**src/rtl/jtframe_prog_packer.sv**
```systemverilog
// jtframe_prog_packer
//   Buffers the byte-wide HPS ROM download stream in a small FIFO and replays
//   it towards the SDRAM programming port with a request/ready handshake.
//   Bytes at or above PROM_START are sent to a one-cycle PROM write strobe
//   instead, and they do not use the handshake. dwnld_busy stays high while
//   a download is open or still draining, plus a short hold-off afterwards.
//
// Ports
//   clk, rst_n           system clock, asynchronous active-low reset
//   downloading          HPS download window
//   ioctl_addr/data/wr   incoming byte address, byte and one-cycle valid strobe
//   prog_addr/data/mask  registered write address, byte and active-low lane mask
//   prog_we / prog_rdy   SDRAM write request (held) and write-done pulse
//   prom_we              one-cycle PROM write strobe
//   dwnld_busy           download in progress, draining or in hold-off
//   overflow             sticky flag: a byte was dropped on a full FIFO
module jtframe_prog_packer #(
    parameter int          FIFO_AW     = 2,
    parameter logic [21:0] PROM_START  = 22'h3F_0000,
    parameter int          HOLD_CYCLES = 16
) (
    input  logic        clk,
    input  logic        rst_n,
    input  logic        downloading,
    input  logic [21:0] ioctl_addr,
    input  logic [7:0]  ioctl_data,
    input  logic        ioctl_wr,
    output logic [21:0] prog_addr,
    output logic [7:0]  prog_data,
    output logic [1:0]  prog_mask,
    output logic        prog_we,
    input  logic        prog_rdy,
    output logic        prom_we,
    output logic        dwnld_busy,
    output logic        overflow
);

    localparam int               DEPTH     = 1 << FIFO_AW;
    localparam logic [FIFO_AW:0] PTR_ONE   = (FIFO_AW + 1)'(1);
    localparam logic [7:0]       HOLD_LOAD = 8'(HOLD_CYCLES);

    typedef enum logic [1:0] {
        ST_IDLE  = 2'd0,
        ST_WRITE = 2'd1,
        ST_PROM  = 2'd2
    } state_t;

    state_t           state_q, state_d;
    logic [29:0]      fifo_mem_q [DEPTH];
    logic [29:0]      fifo_mem_d [DEPTH];
    logic [FIFO_AW:0] wr_ptr_q, wr_ptr_d;
    logic [FIFO_AW:0] rd_ptr_q, rd_ptr_d;
    logic [21:0]      addr_q, addr_d;
    logic [7:0]       data_q, data_d;
    logic [1:0]       mask_q, mask_d;
    logic             overflow_q, overflow_d;
    logic             dl_q, dl_d;
    logic [7:0]       hold_cnt_q, hold_cnt_d;

    logic        fifo_empty, fifo_full;
    logic        push_req, push_ok, push_drop, pop;
    logic [29:0] head;
    logic [21:0] head_addr;
    logic        head_is_prom;
    logic        active;

    // Pointers carry one extra wrap bit so full and empty can be told apart.
    assign fifo_empty   = (wr_ptr_q == rd_ptr_q);
    assign fifo_full    = (wr_ptr_q[FIFO_AW] != rd_ptr_q[FIFO_AW]) &&
                          (wr_ptr_q[FIFO_AW-1:0] == rd_ptr_q[FIFO_AW-1:0]);
    assign head         = fifo_mem_q[rd_ptr_q[FIFO_AW-1:0]];
    assign head_addr    = head[29:8];
    assign head_is_prom = (head_addr >= PROM_START);

    assign pop       = (state_q == ST_IDLE) && !fifo_empty;
    assign push_req  = ioctl_wr && downloading;
    // A pop in the same cycle frees a slot, so a push on a full FIFO still lands.
    assign push_ok   = push_req && (!fifo_full || pop);
    assign push_drop = push_req && fifo_full && !pop;

    assign active     = downloading || !fifo_empty || (state_q != ST_IDLE);
    assign dwnld_busy = active || (hold_cnt_q != 8'd0);

    // FIFO storage and pointers
    always_comb begin
        fifo_mem_d = fifo_mem_q;
        if (push_ok) begin
            fifo_mem_d[wr_ptr_q[FIFO_AW-1:0]] = {ioctl_addr, ioctl_data};
        end
        wr_ptr_d = push_ok ? (wr_ptr_q + PTR_ONE) : wr_ptr_q;
        rd_ptr_d = pop ? (rd_ptr_q + PTR_ONE) : rd_ptr_q;
    end

    always_ff @(posedge clk) begin
        fifo_mem_q <= fifo_mem_d;
    end

    // FSM next state
    always_comb begin
        state_d = state_q;
        case (state_q)
            ST_IDLE: begin
                if (pop) begin
                    state_d = head_is_prom ? ST_PROM : ST_WRITE;
                end
            end
            ST_WRITE: begin
                if (prog_rdy) begin
                    state_d = ST_IDLE;
                end
            end
            ST_PROM:  state_d = ST_IDLE;
            default:  state_d = ST_IDLE;
        endcase
    end

    // FSM outputs
    always_comb begin
        prog_we = (state_q == ST_WRITE);
        prom_we = (state_q == ST_PROM);
    end

    // Output datapath, overflow flag and busy hold-off
    always_comb begin
        addr_d = addr_q;
        data_d = data_q;
        mask_d = mask_q;
        if (pop) begin
            addr_d = head_is_prom ? (head_addr - PROM_START) : {1'b0, head_addr[21:1]};
            data_d = head[7:0];
            mask_d = head_addr[0] ? 2'b01 : 2'b10;
        end

        dl_d       = downloading;
        overflow_d = overflow_q;
        if (downloading && !dl_q) begin
            overflow_d = 1'b0;
        end
        if (push_drop) begin
            overflow_d = 1'b1;
        end

        // Kept loaded while active so the count starts at HOLD_CYCLES on the
        // first inactive cycle and busy never dips between the two phases.
        if (active) begin
            hold_cnt_d = HOLD_LOAD;
        end else if (hold_cnt_q != 8'd0) begin
            hold_cnt_d = hold_cnt_q - 8'd1;
        end else begin
            hold_cnt_d = 8'd0;
        end
    end

    always_ff @(posedge clk or negedge rst_n) begin
        if (!rst_n) begin
            state_q    <= ST_IDLE;
            wr_ptr_q   <= '0;
            rd_ptr_q   <= '0;
            addr_q     <= '0;
            data_q     <= '0;
            mask_q     <= '0;
            overflow_q <= 1'b0;
            dl_q       <= 1'b0;
            hold_cnt_q <= 8'd0;
        end else begin
            state_q    <= state_d;
            wr_ptr_q   <= wr_ptr_d;
            rd_ptr_q   <= rd_ptr_d;
            addr_q     <= addr_d;
            data_q     <= data_d;
            mask_q     <= mask_d;
            overflow_q <= overflow_d;
            dl_q       <= dl_d;
            hold_cnt_q <= hold_cnt_d;
        end
    end

    assign prog_addr = addr_q;
    assign prog_data = data_q;
    assign prog_mask = mask_q;
    assign overflow  = overflow_q;

endmodule
```
**config.mk**
```make
export PLATFORM = sky130hd
export DESIGN_NAME = jtframe_prog_packer
export DESIGN_NICKNAME = d
export VERILOG_FILES = /design/src/rtl/jtframe_prog_packer.sv
export SDC_FILE = /design/constraint.sdc
export NUM_CORES = 1
export LEC_CHECK = 0
export CAP_MARGIN = 20
export CORE_MARGIN = 2
export CORE_UTILIZATION = 51
export DETAILED_ROUTE_END_ITERATION = 8
export PLACE_DENSITY = 0.76
export SYNTH_ARGS = -nofsm -noshare
export SYNTH_HDL_FRONTEND = slang
export SYNTH_SLANG_ARGS = --single-unit
```
**constraint.sdc**
```tcl
create_clock -name clk -period 2.6 [get_ports clk]
set_clock_uncertainty 0.2 [all_clocks]
set_input_delay 0.52 -clock clk [delete_from_list [all_inputs] [get_ports clk]]
set_output_delay 0.52 -clock clk [all_outputs]
set_load 0.02 [all_outputs]
```
# [Word level (Yosys, flattened, before mapping)]
# Index checks and enable logic that the tools add are counted.
[classes] n_reduce_logical=21 add_sub_neg=4 n_eq_ne=7 bitwise=2 mux=16 order_cmp=4
[op_table] cell="bitwise mux 120 bit" n=1
[op_table] cell="2-to-1 mux 30 bit" n=3
[op_table] cell="binary-select mux 30 bit (select 2 bit)" n=1
[op_table] cell="demux 30 bit (select 2 bit)" n=1
[op_table] cell="greater-or-equal comparator 22 bit (second input constant)" n=1
[op_table] cell="2-to-1 mux 22 bit" n=1
[op_table] cell="subtractor 22 bit (second input constant)" n=1
[op_table] cell="2-to-1 mux 8 bit" n=2
[op_table] cell="logical AND 1 bit" n=8
[op_table] cell="2-to-1 mux 2 bit" n=4
[op_table] cell="nonzero test 8 bit" n=1
[op_table] cell="subtractor 8 x 1 -> 8 bit (second input constant)" n=1
[op_table] cell="adder 3 x 1 -> 3 bit (second input constant)" n=2
[op_table] cell="greater-or-equal comparator 3 bit (second input constant)" n=2
[op_table] cell="NOT 2 -> 3 bit" n=2
[op_table] cell="zero test 1 bit" n=4
[op_table] cell="logical OR 1 bit" n=4
[op_table] cell="one-hot mux 2 bit (2 select lines)" n=1
[op_table] cell="nonzero test 2 bit" n=2
[op_table] cell="== test 3 bit" n=1
[op_table] cell="< comparator 3 x 1 -> 1 bit (second input constant)" n=1
[op_table] cell="== test 2 x 1 -> 1 bit (second input constant)" n=1
[op_table] cell="== test 2 bit" n=1
[op_table] cell="== test 2 bit (second input constant)" n=1
[op_table] cell="6 further kinds" n=7
[totals] word_cells=67 output_inout_bits=36 inputBits=35 ff_bits=170

# [Longest topological paths before layout]
[depth] depth_word=8 depth_mapped=10 mapped_depth_nobuf=6

# [Worst setup path before layout]
# OpenSTA, ideal clock, no wires.
[synth_timing] path_type="register -> register" start="reg rd_ptr_q[0]" end="reg addr_q[10] (netlist: prog_addr[10])" path_slack_ns=-0.094 path_buffers=4 t_arrival_ns=2.368 stages_incl_launch_ff=11 t_required_ns=2.274 setup_ns=0.126 period_less_slack_ns=2.694 cell_sequence="dfrtp_1 buf_4 buf_4 mux4_2 ha_1 nand2_1 o22a_1 or3_1 buf_6 buf_6 a221o_1"
[synth_via] elab_chain_len=6 elab_cells_between_ends=10 cone_classes="add/sub: 1; order compare: 1; eq/ne: 1; mux: 4; bitwise: 1; reduce/logical: 2"
[synth_rtl] item="start, declared" line="52" text="logic [FIFO_AW:0] rd_ptr_q, rd_ptr_d;"
[synth_rtl] item="start signal, assigned" line="168" text="rd_ptr_q <= rd_ptr_d;"
[synth_rtl] item="NOT 2 -> 3 bit (not written as such)" line="71" text="assign head = fifo_mem_q[rd_ptr_q[FIFO_AW-1:0]];"
[synth_rtl] item="binary-select mux 30 bit (select 2 bit)" line="71"
[synth_rtl] item="2-to-1 mux 30 bit (not written as such) (2 in series)" line="71"
[synth_rtl] item="subtractor 22 bit or greater-or-equal comparator 22 bit (tied branches)" line="129, 73"
[synth_rtl] item="2-to-1 mux 22 bit" line="129" text="addr_d = head_is_prom ? (head_addr - PROM_START) : {1'b0, head_addr[21:1]};"
[synth_rtl] item="end signal, assigned" line="169" text="addr_q <= addr_d;"
[synth_rtl] item="end, declared" line="53" text="logic [21:0] addr_q, addr_d;"
# Several ways; a longest one is shown, not always the timed one. The select of a mux whose other input is x is not followed.
# A chain may end at the register's enable or synchronous reset.

# [Worst setup path in the final report]
[layout_timing] start="reg state_q[1]" end="out dwnld_busy"
[layout_via] elab_chain_len=3
[layout_rtl] item="start, declared" line="48" text="state_t state_q, state_d;"
[layout_rtl] item="start signal, assigned" line="166" text="state_q <= state_d;"
[layout_rtl] item="nonzero test 2 bit" line="81" text="assign active = downloading || !fifo_empty || (state_q != ST_IDLE);"
[layout_rtl] item="logical OR 1 bit" line="81"
[layout_rtl] item="logical OR 1 bit" line="82" text="assign dwnld_busy = active || (hold_cnt_q != 8'd0);"
[layout_rtl] item="end, declared" line="34" text="output logic dwnld_busy,"
# No other way between the ends.

==> Flow_metrics.wiki <==
{| class="wikitable"
! Metric !! Value
|-
| Async set-reset flop share out of synthesis || 0.294
|-
| Post-synth EDFFs || 120
|-
| Slowest-stage cell, CP || sky130_fd_sc_hd__dfrtp_1
|-
| Distinct cell type count of the synthesized netlist || 41
|-
| Pwr Density || around 1200 nW/µm²
|-
| Min Hold Slack || 0.219 ns
|-
| Core area || 13,200 µm²
|-
| Proportion of layout cells with a drive suffix above 1 || 0.196
|-
| Count of inserted antenna diode cells || 0
|-
| Top achievable clock speed || 397 MHz
|-
| Largest fanout on the critical path || 4
|-
| Number of flip-flops and latches in the synthesized netlist || 170
|-
| Final Power || 10.5 mW
|-
| P&R area growth vs syn || 25.6%
|-
| Placed wire-length estimate after detailed placement || 9130 µm
|-
| Setup Viol. Count Final || 0
|-
| Cts bufs inserted || 17
|-
| Initial core utilization || 0.521
|-
| Time the worst path needs with I/O delays and setup || around 2.5 ns
|-
| H-tree levels || 4
|-
| # rows || 42
|-
| Filler cell count in the final layout || 903
|-
| X dimension of the die || 120 µm
|-
| Top FF cell, synth || sky130_fd_sc_hd__edfxtp_1
|-
| Max-slew violation count || 0
|-
| Amount of wire on met2 after detailed routing || 7290 µm
|-
| Post-synth top area cell || sky130_fd_sc_hd__edfxtp_1
|-
| Number of hold violations in the final report || 0
|-
| Pleak || 3.12 nW
|-
| Most numerous cell in the Yosys netlist || sky130_fd_sc_hd__edfxtp_1
|-
| Fin cells || approximately 700
|-
| Number of nets at the end of the flow || 550
|-
| Class of the tightest hold or removal check || input pin to flop
|-
| Result of the run || finished clean
|-
| Post-route met1 wirelength || around 6000 µm
|-
| Clock input transition at the sequential cells of the worst setup and hold paths || roughly 0.060 ns
|-
| Post-synthesis area per instance || 17.0 µm²
|-
| Count of port buffers added during placement || 70
|-
| Maximum vdd ir drop || 0.614 mV
|-
| Number of maximum-capacitance constraint violations || 0
|-
| Count of unresolved DRC violations after routing || 0
|-
| Share of the yosys chip area belonging to registers || 0.706
|-
| Overflow left after global routing || 0
|-
| Post-layout util || 0.655
|-
| Worst relative slew slack || 0.541
|-
| Critical setup path kind || flop to primary output
|-
| Area share of the largest cell type after synthesis || 0.524
|-
| Iteration-0 DRC count of the detailed router || 318
|-
| Fin crit share || 0.969
|-
| Vias || about 4,000
|-
| Area of the multi-input gates || 1910 µm²
|-
| Initial antenna violation count || 0
|-
| Maximum number of pins on one net before global-route repair || 39
|-
| TritonCTS clock tree || yes
|-
| Setup repair after global routing missed its margin || no
|-
| Cell Count Post-Placement || approximately 660
|-
| WL met3 || 620 µm
|-
| Crit path capture type || primary output
|-
| Post-route ant nets || 0
|-
| Net count after synthesis || 447
|-
| Die area || between 10,000 and 15,000 µm²
|-
| Highest metal layer with signal wires || met4
|-
| Main area contributors after synthesis || sky130_fd_sc_hd__edfxtp_1 52%, sky130_fd_sc_hd__dfrtp_1 18%, sky130_fd_sc_hd__mux4_2 9.5%, sky130_fd_sc_hd__nand2_1 2.5%, sky130_fd_sc_hd__a221o_1 2.2%
|-
| Crit path DAT || between 1.5 and 2 ns
|-
| Required time at the endpoint of the critical path || 1.88 ns
|-
| Vias in the first global route || 4,197
|-
| Kind of start point of the critical path || flop
|-
| Longest individual stage delay on the worst path || around 0.40 ns
|-
| Global-route usage over all layers || 0.212
|-
| Clock sink count || 170
|-
| Chain of cells forming the critical path || or3_4 -> nor4_4 -> buf_4 -> nand2_1 -> buf_2
|-
| Number of search-and-repair iterations in the first detailed-routing pass || 4
|-
| Routed wire length per instance || 20.3 µm
|-
| Max Buffers Root-to-Sink || 2
|-
| Clock root cell || sky130_fd_sc_hd__clkbuf_16
|-
| Gate count of the mapped netlist || 404
|-
| Final RePlAce weighted congestion || 0.787
|-
| Area occupied by registers || 4860 µm²
|-
| Most frequent cells after synthesis || 120 x sky130_fd_sc_hd__edfxtp_1, 50 x sky130_fd_sc_hd__dfrtp_1, 46 x sky130_fd_sc_hd__nand2_1, 29 x sky130_fd_sc_hd__mux4_2, 15 x sky130_fd_sc_hd__a221o_1
|-
| Kind of cell adding the most delay to the critical path || simple AND/OR/NAND/NOR gates
|-
| First-pass GRT wire length || 22,800 µm
|-
| Final WL || 14,100 µm
|-
| Latest clock arrival within the worst-skew pair || 0.42 ns
|-
| Vias per cell || 5.80
|-
| Number of I/O pins || 71
|-
| Total standard cell area after synthesis || 6880 µm²
|-
| Vertical extent of the die || 120 µm
|-
| Worst Tran Pin Value || between 0.6 and 0.7 ns
|-
| Number of buffers and inverters on the critical path || 2
|-
| Synth Warn # || 0
|}
==> sequential cells by signal, summed over array words and instances (netlist names), 2 cells and up <==
signal and cells:
prog_mask 2, hold_cnt_q 8, fifo_mem_q 120, rd_ptr_q 3
wr_ptr_q 3, prog_data 8, state_q 2, prog_addr 22
==> where the power goes <==
group | switching, mW | internal [mW]
Combinational | 2.36 | 2.01
Clock | 0.945 | 1.39
Sequential | 0.314 | 3.49
==> metal layers <==
| layer | track usage | up-vias |
|---|---|---|
| met5 | 0 | - |
| met1 | 0.276 | 2097 |
| met4 | 0.0882 | 0 |
| met3 | 0.0513 | 10 |
| met2 | 0.343 | 126 |
| li1 | - | 1804 |
==> repair_timing <==
action,4_1_cts,5_1_grt
hold endpoints to repair,27,0
hold buffers,1,0
pin swaps,0,1
endpoints found under the setup margin,1,6
buffers inserted,0,2
gates resized for setup,5,5
==> path summary, 6_finish.rpt <==
kind,start,to,slack [ns],depth (start not counted)
setup reg to reg,rd_ptr_q[0],prog_addr[0],0.11,7
max in group asynchronous,rst_n,rd_ptr_q[0],1.08,3
hold / removal,downloading,dl_q,0.22,1
hold reg to reg,prog_data[3],prog_data[3],0.27,2
setup / recovery,state_q[1],dwnld_busy,0.08,5
min in group asynchronous,rst_n,hold_cnt_q[3],0.47,2
==> area by class of cell <==
cell class,count,share of cell area
flip-flops and latches,170,0.562
clock inverters,11,0.0120
inverters,6,0.00261
repair buffers,110,0.125
clock buffers,21,0.0510
well taps,176,0.0255
multi-input cells,202,0.221
==> metrics by stage <==
stage                     setup slack [ns]  cell area [µm²]  TNS, ns
after CTS                          0.00650             8600        0
after global routing                0.0106             8630        0
final                               0.0808             8630        0
after floorplan                    0.00121             6900        0
after detailed placement            -0.473             8040   -0.473
after global placement              -0.382             8040   -0.382
==> cells in the final DEF, fill, tap and decap left out, drive strengths merged, types with 8 or more instances in the layout <==
cell / n
a221o: 15
buf: 41
clkbuf: 21
clkdlybuf4s50: 67
clkinv: 8
dfrtp: 50
edfxtp: 120
ha: 8
mux4: 29
nand2: 46
nor2: 11
nor4b: 13
o311a: 14
xnor2: 8
==> kinds of logic after synthesis <==
logic type | Yosys count | share of synthesized area
and+or+nand+nor | 95 | 0.0699
xor gates and xnor gates | 14 | 0.0178
AOI/OAI and AO/OA | 51 | 0.0651
buffers and inverters | 32 | 0.0242
adders and majority gates | 8 | 0.0146
muxes | 34 | 0.102
DFF | 170 | 0.706
==> worst reg2reg max path: stages (launching register included) <==
cell                       delay (ns)
sky130_fd_sc_hd__dfrtp_2         0.49
sky130_fd_sc_hd__mux4_2          0.44
sky130_fd_sc_hd__ha_4            0.14
sky130_fd_sc_hd__nand2_1         0.04
sky130_fd_sc_hd__o22a_1          0.22
sky130_fd_sc_hd__buf_4           0.18
sky130_fd_sc_hd__o31ai_1         0.44
sky130_fd_sc_hd__o221ai_1        0.20
(Power assumes the default switching activity.)
